[src/rtl/count_event_capture.sv]
// rtl/count_event_capture.sv - event timestamp capture: {epoch, cnt_q} into a show-ahead FIFO
// Optional EVT_SYNC_EN: 2-flop synchronizer on evt ahead of edge detect.
module count_event_capture #(
    parameter int CNT_W   = 4,
    parameter int EPOCH_W = 4,
    parameter int DEPTH   = 4
) (
    input  logic                        clk,
    input  logic                        r,
    input  logic [CNT_W-1:0]            cnt_q,
    input  logic                        evt,
    output logic [EPOCH_W+CNT_W-1:0]    ts_data,
    output logic                        ts_valid,
    input  logic                        ts_ready,
    output logic [$clog2(DEPTH):0]      level,
    output logic                        ovf,
    input  logic                        ovf_clr
);

    localparam int PTR_W = $clog2(DEPTH);
    localparam int LVL_W = PTR_W + 1;
    localparam int TS_W  = EPOCH_W + CNT_W;

    logic                 evt_s;
    logic                 evt_d;
    logic [CNT_W-1:0]     cnt_prev;
    logic [EPOCH_W-1:0]   epoch;
    logic [EPOCH_W-1:0]   epoch_nxt;
    logic                 wrap;
    logic                 rise;
    logic [TS_W-1:0]      ts_in;

    logic [TS_W-1:0]      mem [DEPTH];
    logic [PTR_W-1:0]     wr_ptr;
    logic [PTR_W-1:0]     rd_ptr;
    logic [LVL_W-1:0]     level_q;
    logic                 full;
    logic                 push;
    logic                 pop;
    logic                 drop;

`ifdef EVT_SYNC_EN
    logic [1:0] evt_sync;

    // Reset to 1 so an evt already high at release is not seen as an edge.
    always_ff @(posedge clk or posedge r) begin
        if (r) begin
            evt_sync <= 2'b11;
        end else begin
            evt_sync <= {evt_sync[0], evt};
        end
    end

    assign evt_s = evt_sync[1];
`else
    assign evt_s = evt;
`endif

    assign wrap      = (cnt_q < cnt_prev);
    assign rise      = evt_s & ~evt_d;
    assign epoch_nxt = epoch + EPOCH_W'(1);
    // A capture in the wrap cycle already belongs to the new epoch.
    assign ts_in     = {(wrap ? epoch_nxt : epoch), cnt_q};

    assign full = (level_q == LVL_W'(DEPTH));
    assign pop  = ts_valid & ts_ready;
    assign push = rise & (~full | pop);
    assign drop = rise & full & ~pop;

    always_ff @(posedge clk or posedge r) begin
        if (r) begin
            evt_d    <= 1'b1;
            cnt_prev <= '0;
            epoch    <= '0;
        end else begin
            evt_d    <= evt_s;
            cnt_prev <= cnt_q;
            if (wrap) begin
                epoch <= epoch_nxt;
            end
        end
    end

    always_ff @(posedge clk) begin
        if (push) begin
            mem[wr_ptr] <= ts_in;
        end
    end

    always_ff @(posedge clk or posedge r) begin
        if (r) begin
            wr_ptr  <= '0;
            rd_ptr  <= '0;
            level_q <= '0;
            ovf     <= 1'b0;
        end else begin
            if (push) begin
                wr_ptr <= wr_ptr + PTR_W'(1);
            end
            if (pop) begin
                rd_ptr <= rd_ptr + PTR_W'(1);
            end
            case ({push, pop})
                2'b10:   level_q <= level_q + LVL_W'(1);
                2'b01:   level_q <= level_q - LVL_W'(1);
                default: level_q <= level_q;
            endcase
            // Set has priority over clear.
            if (drop) begin
                ovf <= 1'b1;
            end else if (ovf_clr) begin
                ovf <= 1'b0;
            end
        end
    end

    assign ts_valid = (level_q != '0);
    assign ts_data  = ts_valid ? mem[rd_ptr] : '0;
    assign level    = level_q;

endmodule

[config.mk]
export PLATFORM = sky130hd
export DESIGN_NAME = count_event_capture
export DESIGN_NICKNAME = d
export VERILOG_FILES = /design/src/rtl/count_event_capture.sv
export SDC_FILE = /design/constraint.sdc
export NUM_CORES = 1
export LEC_CHECK = 0
export ABC_CLOCK_PERIOD_IN_PS = 2400
export CAP_MARGIN = 15
export CORE_MARGIN = 2
export CORE_UTILIZATION = 54
export CTS_CLUSTER_DIAMETER = 50
export DETAILED_ROUTE_END_ITERATION = 8
export DONT_BUFFER_PORTS = 1
export GPL_TIMING_DRIVEN = 1
export PLACE_DENSITY = 0.81
export SYNTH_ARGS = -nofsm -noshare
export SYNTH_HDL_FRONTEND = slang
export SYNTH_SLANG_ARGS = --single-unit
[constraint.sdc]
create_clock -name clk -period 2.4 [get_ports clk]
set_clock_uncertainty 0.05 [all_clocks]
set_input_delay 0.48 -clock clk [delete_from_list [all_inputs] [get_ports clk]]
set_output_delay 0.48 -clock clk [all_outputs]
set_load 0.01 [all_outputs]
### Word-level counts from Yosys, hierarchy flattened

Memory sizes are Yosys's and may differ from the RTL's.
Cells that the tools add are included.
W data, S select, Z words.

| operators by class | value |
|---|---|
| $add $sub $neg | 5 |
| multipliers | 0 |
| div/mod/pow operators | 0 |
| magnitude comparators | 1 |
| eq/ne operators | 3 |
| shift operators | 0 |
| muxes and demuxes | 7 |
| bitwise operators | 9 |
| reductions and logical operators | 3 |

Operators with widths:

| kind | number |
|---|---|
| $mux W8 | 1 |
| $pmux W3 S2 | 1 |
| $and A1 B1 Y1 | 5 |
| $add A2 B1 Y2 const B | 2 |
| $add A4 B1 Y4 const B | 1 |
| $lt A4 B4 Y1 | 1 |
| $mux W1 | 4 |
| $mux W4 | 1 |
| $reduce_bool A2 Y1 | 2 |
| $add A3 B1 Y3 const B | 1 |
| $eq A3 B3 Y1 const B | 1 |
| $not A1 Y1 | 3 |
| $reduce_bool A3 Y1 | 1 |
| $sub A3 B1 Y3 const B | 1 |
| $eq A2 B1 Y1 const B | 1 |
| $eq A2 B2 Y1 const B | 1 |
| $or A1 B1 Y1 | 1 |

| storage, ports and cells | value |
|---|---|
| flip-flop bits (word level) | 17 |
| latch bits | 0 |
| bits in writable memories | 32 |
| ROM bits | 0 |
| bits of input ports | 9 |
| output and inout port bits | 13 |
| word-level logic and storage cells | 36 |
| memories kept | 1 |

Memories:

| memory | depth | bits a word | rd ports | clocked after Yosys merged registers in | wr ports | line | RTL |
|---|---|---|---|---|---|---|---|
| mem | 4 | 8 | 1 | 0 | 1 | 33 | `logic [TS_W-1:0] mem [DEPTH];` |

### Logic depth before layout (Yosys ltp)

Gate-level depths: netlist (run 1).

| logic depth | value |
|---|---|
| depth in word-level cells | 6 |
| mapped depth | 7 |
| depth with buffers taken out | 6 |

### Worst setup path before layout (run 1)

No wires, ideal clock.

| timing | value |
|---|---|
| path type | flip-flop to flip-flop |
| start point | register level_q[2] (netlist: level[2]) |
| end point | register level_q[2] (netlist: level[2]) |
| setup time | 0.124 ns |
| arrival time | 2.236 ns |
| required time | 2.226 ns |
| slack | -0.010 ns |
| cell stages (with the launch flop) | 8 |
| path buffers | 1 |
| clock period less this slack | 2.410 ns |
| cells stage by stage | dfrtp_1 or3_1 clkbuf_1 nand3_1 fa_1 or3_4 and3_4 a211o_1 |

| on the way | value |
|---|---|
| cells in the longest elaborated chain, start to end | 6 |
| elaborated cells between the ends (all ways) | 12 |
| classes of those cells | add/sub (2); eq/ne (3); mux (1); bitwise (4); reduce/logical (2) |

RTL lines:

| element | line | RTL |
|---|---|---|
| start, declared | 36 | `logic [LVL_W-1:0] level_q;` |
| start signal, assigned | 104 | `2'b10: level_q <= level_q + LVL_W'(1);` |
| start signal, assigned | 105 | `2'b01: level_q <= level_q - LVL_W'(1);` |
| start signal, assigned | 106 | `default: level_q <= level_q;` |
| $reduce_bool A3 Y1 * | 117 | `assign ts_valid = (level_q != '0);` |
| via ts_valid | 13 | `output logic ts_valid,` |
| $and A1 B1 Y1 * | 66 | `assign pop = ts_valid & ts_ready;` |
| $or A1 B1 Y1 | 67 | `assign push = rise & (~full \| pop);` |
| $and A1 B1 Y1 | 67 |  |
| $eq A2 B1 Y1 / $eq A2 B2 Y1 (equally long branches) | 103 | `case ({push, pop})` |
| $pmux W3 S2 / $reduce_bool A2 Y1 (equally long branches) | -- |  |

Mark *: on every way through the listed nets, which the timed path passes. The rest lies on a longest branch.
A chain may end at the register's enable or synchronous reset.

### Worst setup path after layout (run 1)

| timing | value |
|---|---|
| start point | register level_q[0] (netlist: level[0]) |
| end point | register level_q[2] (netlist: level[2]) |

The elaborated chain is that of the path after synthesis.

==> results_dict.tcl, run 1 <==
set metrics [dict create \
    place_worst_setup_slack_ns 0.165 \
    period_minus_slack_ns 2.23 \
    yosys-top-cells-area "edfxtp_1 45%, dfrtp_1 19%, mux4_2 8.4%, ha_1 4.7%, and2_1 3.5%" \
    antenna_cells 0 \
    dr.pass1.iters 4 \
    met2WireLength_um 1860 \
    syn-cell-area_sq_mm 0.00215 \
    layout_setup_ws_ns 0.170 \
    antenna_left 0 \
    pwr-share-clk_pct 20.2 \
    netlist_top_cells_count "32 x edfxtp_1, 16 x dfrtp_1, 12 x and2_1, 10 x inv_1" \
    worst_ep_required_time_ns 2.53 \
    wl_per_cell_um 18.3 \
    final_area_sq_mm 0.00233 \
    die_h_um 67.1 \
    critPathLaunch "level[0]" \
    cts-buffers-inserted 5 \
    drc_errors 0 \
    start_util_pct 57.4 \
    endpoint_kind "flip-flop" \
    maxUsedRoutingLayer "met4" \
    ff2ff_path_depth 6 \
    cap_violations 0 \
    finalMaxSlewViolations 0 \
    r2r-start "level[0]" \
    layout-drive-gt1-share_pct 18.6 \
    cts.root.buffer_cell "clkbuf_8" \
    maxSlewHeadroom_pct 56.0 \
    setup-violations-final 0 \
    fin_nets 162 \
    seq_area_frac_synth_pct 64.6 \
    rows 22 \
    netlist_instances 136 \
    place_congestion 0.858 \
    synth_cell_type_count 33 \
    p_switching_uw 864 \
    internal-power_uw 1880 \
    hold_viol 0 \
    port-buffer-count 0 \
    timing.fmax_mhz 448 \
    cp_max_fo 4 \
    reg2reg_setup_slack_ns 0.17 \
    yosys_register_bits 49 \
    yosys_warnings 0 \
    grt_pass1_wl_um 5950 \
    die_area_sq_mm 0.00450 \
    viasPerCell 5.72 \
    crit_arrival_ns 2.36 \
    hold_class "primary input to async pin" \
    start_kind "flip-flop" \
    holdBufCountCts 0 \
    dp_hpwl_um 2450 \
    cts_tree "yes" \
    timing.final.crit_share_pct 92.9 \
    endpoint "level[2]" \
    ys_async_sr_fraction_pct 34.7 \
    synth_edf_count 32 \
    grt_overflow 0 \
    area_growth_pct 8.51 \
    crit_type "flip-flop to flip-flop" \
    p_comb_share_pct 34.1 \
    synthFlopType "edfxtp_1" \
    path_clk_slew_ns 0.08 \
    whs_ns 0.108 \
    fin_setup_tns_ns 0 \
    yosysMostFrequentCell "edfxtp_1" \
    syn_nets 154 \
    drt-met1-wl_um 1440 \
    clockBufferDepth 2 \
    p_leak_uw 0.000873 \
    fillerInstances 287 \
    cts_setup_buffers 0 \
    cts.sinks 49 \
    peakVddDrop_mv 0.493 \
    yosysTopAreaCell "edfxtp_1" \
    h-tree-depth 2 \
    status "complete, no violations" \
    clk_latency_ns 0.29 \
    antenna_found_initial 0 \
    placed_area_sq_mm 0.00222 \
    synth_top_area_share_pct 44.8 \
    drtIter0Drc 26 \
    power_density_mw_per_mm2 1180 \
    routed_wl_um 3540 \
    grt_pass1_vias 1181 \
    route.met3.wl_um 180 \
    grt_max_degree 18 \
    die_w_um 67.1 \
    num_vias 1103 \
    rsz0062_at_grt "false" \
    avgSynthCellArea_sq_um 15.8 \
    timing.rr.end "level[2]" \
    core_area_sq_mm 0.00374 \
    p_sw_share_pct 31.4 \
    gr-usage-all-layers_pct 19.2 \
    tightest_slew_ns 0.659 \
    total_power_uw 2750 \
    power_frac_seq_pct 45.7 \
    num_io_pins 22 \
    post_cts_resized 0 \
]
cells in the final DEF, fill, tap and decap left out, types with 5 or more instances in the layout:
master,synthesis,final
ha_1,8,8
and2_1,12,12
clkbuf_8,0,5
buf_4,0,6
mux4_2,8,8
nand2_1,5,5
inv_1,10,10
xnor2_1,8,8
dfrtp_1,16,16
edfxtp_1,32,32
area by class of cell:
class	instances	area, sq um	share of cell area, %
Tap cell	48	60.1	2.58
Inverter	10	37.5	1.61
Clock inverter	2	33.8	1.45
Clock buffer	6	72.6	3.11
Timing Repair Buffer	6	45.0	1.93
Sequential cell	49	1390	59.6
Multi-Input combinational cell	72	693	29.8
per-layer routing:
metal | up-vias | track usage, %
li1 | 511 | -
met1 | 557 | 23.6
met2 | 28 | 32.3
met3 | 7 | 5.41
met4 | 0 | 6.89
met5 | - | 0
power by group through the flow:
stage	clock [uW]	combinational, uW	sequential (uW)
2_1_floorplan	0	729	1250
3_3_place_gp	0	904	1260
3_5_place_dp	0	949	1280
4_1_cts	565	954	1260
5_1_grt	599	1060	1280
6_report	555	937	1260
worst max-delay path, stage by stage (launching register included):
cell     delay [ns]
dfrtp_1        0.35
or3_1          0.27
nand3_1        0.15
fa_1           0.45
or3_4          0.39
and3_4         0.18
a211o_1        0.27
state kept, by name, summed over array words and instances (netlist names):
register  count
mem          32
evt_d         1
rd_ptr        2
epoch         4
cnt_prev      4
ovf           1
level         3
wr_ptr        2
worst min-delay path by stage:
stage | startpoint | to
global route | evt | evt_d
detailed placement | evt | evt_d
floorplan | r | cnt_prev[0]
CTS | evt | evt_d
global placement | evt | evt_d
finish | r | rd_ptr[0]
through the flow:
| step | utilization [%] | instances |
|---|---|---|
| 2_1_floorplan | - | 136 |
| 3_3_place_gp | 59.4 | 185 |
| 3_5_place_dp | 59.4 | 185 |
| 4_1_cts | 62.2 | 193 |
| 5_1_grt | 62.2 | 193 |
| 6_report | 62.2 | 193 |
cell families after synthesis:
logic type,count (synthesis),synth area share (%)
multiplexers,9,9.09
AND/OR/NAND/NOR,32,8.97
adder cells (fa/ha/maj),9,5.59
buffers and inverters,15,3.09
XOR/XNOR,8,3.26
AO/OA/AOI/OAI,14,5.36
flip-flops,49,64.6
Note: power is estimated with default switching activity, not from simulation.
==> run 2, diff against run 1 <==
ABC_AREA = 1   (was default)
==> run 2 against run 1 <==
Net effect:
- register-to-register slack better by 0.31 ns
- largest power group unchanged
- first-iteration DRC count grew to 4.3 times the previous value
- sequential cell count is the same
- cell area decreased by 2.7%
- routed wire length down 0.31%
- setup slack improved by 0.083 ns
- clock-buffer cell count grew 2
- largest cell class unchanged
==> results_dict.tcl, run 2 <==
set metrics [dict create \
    seq_area_frac_synth_pct 65.7 \
    p_switching_uw 945 \
    setup-violations-final 0 \
    place_congestion 0.722 \
    holdBufCountCts 0 \
    start_kind "flip-flop" \
    die_w_um 66.6 \
    num_io_pins 22 \
    grt_max_degree 19 \
    internal-power_uw 1620 \
    power_frac_seq_pct 49.8 \
    period_minus_slack_ns 2.15 \
    place_worst_setup_slack_ns 0.402 \
    yosysMostFrequentCell "nor2_1" \
    synth_edf_count 32 \
    start_util_pct 56.9 \
    tightest_slew_ns 0.678 \
    cts-buffers-inserted 5 \
    layout-drive-gt1-share_pct 10.2 \
    h-tree-depth 2 \
    cap_violations 0 \
    reg2reg_setup_slack_ns 0.48 \
    finalMaxSlewViolations 0 \
    grt_pass1_vias 1219 \
    yosys_register_bits 49 \
    p_leak_uw 0.000935 \
    status "complete, no violations" \
    viasPerCell 5.19 \
    crit_type "flip-flop to primary output" \
    whs_ns 0.115 \
    clockBufferDepth 2 \
    rows 22 \
    top_regs "mem (32), cnt_prev (4), epoch (4)" \
    total_power_uw 2560 \
    p_comb_share_pct 33.0 \
    num_vias 1272 \
    final_core_util_pct 61.0 \
    grt_pass1_wl_um 5860 \
    timing.fmax_mhz 466 \
    ys_async_sr_fraction_pct 34.7 \
    die_area_sq_mm 0.00443 \
    area_growth_pct 7.22 \
    top_register "mem" \
    ff2ff_path_depth 7 \
    drc_errors 0 \
    wl_per_cell_um 14.4 \
    dr.pass1.iters 4 \
    dp_hpwl_um 2500 \
    syn_nets 206 \
    syn-cell-area_sq_mm 0.00211 \
    yosys-top-cells-area "edfxtp_1 45%, dfrtp_1 19%, nor2_1 7.3%, ha_1 4.7%, o21ai_0 4.3%" \
    avgSynthCellArea_sq_um 11.2 \
    hold_viol 0 \
    fin_setup_tns_ns 0 \
    power_density_mw_per_mm2 1130 \
    largest_reg_flops 32 \
    final_common_cell "nor2_1" \
    yosys_warnings 0 \
    netlist_top_cells_count "41 x nor2_1, 32 x edfxtp_1, 21 x inv_1, 18 x o21ai_0, 16 x dfrtp_1" \
    worst_ep_required_time_ns 1.87 \
    cts_setup_buffers 0 \
    crit_arrival_ns 1.62 \
    rsz0062_at_grt "false" \
    cp_max_fo 18 \
    port-buffer-count 0 \
    cts.sinks 49 \
    pwr-share-clk_pct 17.1 \
    synthFlopType "edfxtp_1" \
    clk_latency_ns 0.30 \
    timing.rr.end "mem[1][6]" \
    drtIter0Drc 112 \
    cts_tree "yes" \
    routed_wl_um 3530 \
    core_area_sq_mm 0.00372 \
    die_h_um 66.6 \
    fin_nets 214 \
    path_clk_slew_ns 0.08 \
    cts.root.buffer_cell "clkbuf_8" \
    peakVddDrop_mv 0.495 \
    synth_top_area_share_pct 45.5 \
    antenna_found_initial 0 \
    antenna_left 0 \
    synth_cell_type_count 22 \
    grt_overflow 0 \
    p_sw_share_pct 36.9 \
    gr-usage-all-layers_pct 18.7 \
    maxSlewHeadroom_pct 54.7 \
    antenna_cells 0 \
    hold_class "primary input to async pin" \
    timing.final.crit_share_pct 89.5 \
    layout_setup_ws_ns 0.253 \
    post_cts_resized 0 \
    yosysTopAreaCell "edfxtp_1" \
    r2r-start "cnt_prev[1]" \
    endpoint_kind "primary output" \
    netlist_instances 188 \
    layout_common_cells "41 x nor2_1, 32 x edfxtp_1, 21 x inv_1, 18 x o21ai_0, 16 x dfrtp_1" \
]
[run 2: cell type report]
class                   count  area, sq um
well taps                  48         60.1
repair buffers              5         37.5
clock buffers               8         80.1
inverters                  22         82.6
flip-flops and latches     49         1390
multi-input cells         113          618
fillers                   304         1450
[run 2: cells by family (layout without fill, tap and decap cells)]
group	count (synthesis)	in the layout	synth area share [%]
simple gates	67	67	13.6
flops	49	49	65.7
compound gates	31	31	7.52
buf+inv	26	35	5.09
fa+ha+maj	9	9	5.68
xor+xnor	6	6	2.49
[run 2: how the worst max path moves through the flow]
stage | startpoint | end | cells after the start
detailed placement | cnt_q[1] | mem[1][6] | 6
floorplan | cnt_q[3] | mem[0][6] | 4
CTS | rd_ptr[0] | ts_data[2] | 3
global route | rd_ptr[0] | ts_data[7] | 4
global placement | cnt_q[3] | mem[1][6] | 4
finish | rd_ptr[0] | ts_data[2] | 3
[run 2: routing by layer]
| metal | track usage [%] | share of wire [%] |
|---|---|---|
| met4 | 6.89 | 1.7 |
| met3 | 4.90 | 5.0 |
| met2 | 32.0 | 49 |
| met5 | 0 | 0 |
| met1 | 22.8 | 45 |
[run 2: worst max-delay path, stage by stage (launching register included)]
cell	delay, ns
dfrtp_1	0.71
inv_2	0.25
o21ai_0	0.23
a21oi_1	0.14
[run 2: per-stage QoR]
stage | instance area (sq um) | cells
finish | 2270 | 245
global route | 2270 | 245
CTS | 2270 | 245
detailed placement | 2190 | 237
global placement | 2190 | 237
floorplan | 2110 | 188
[run 2: power groups by stage]
stage                     sequential (uW)  clock, uW  combinational (uW)
after global routing                 1300        478                 986
after global placement               1280          0                 818
after floorplan                      1230          0                 733
after detailed placement             1290          0                 855
after CTS                            1280        450                 856
final                                1280        439                 847
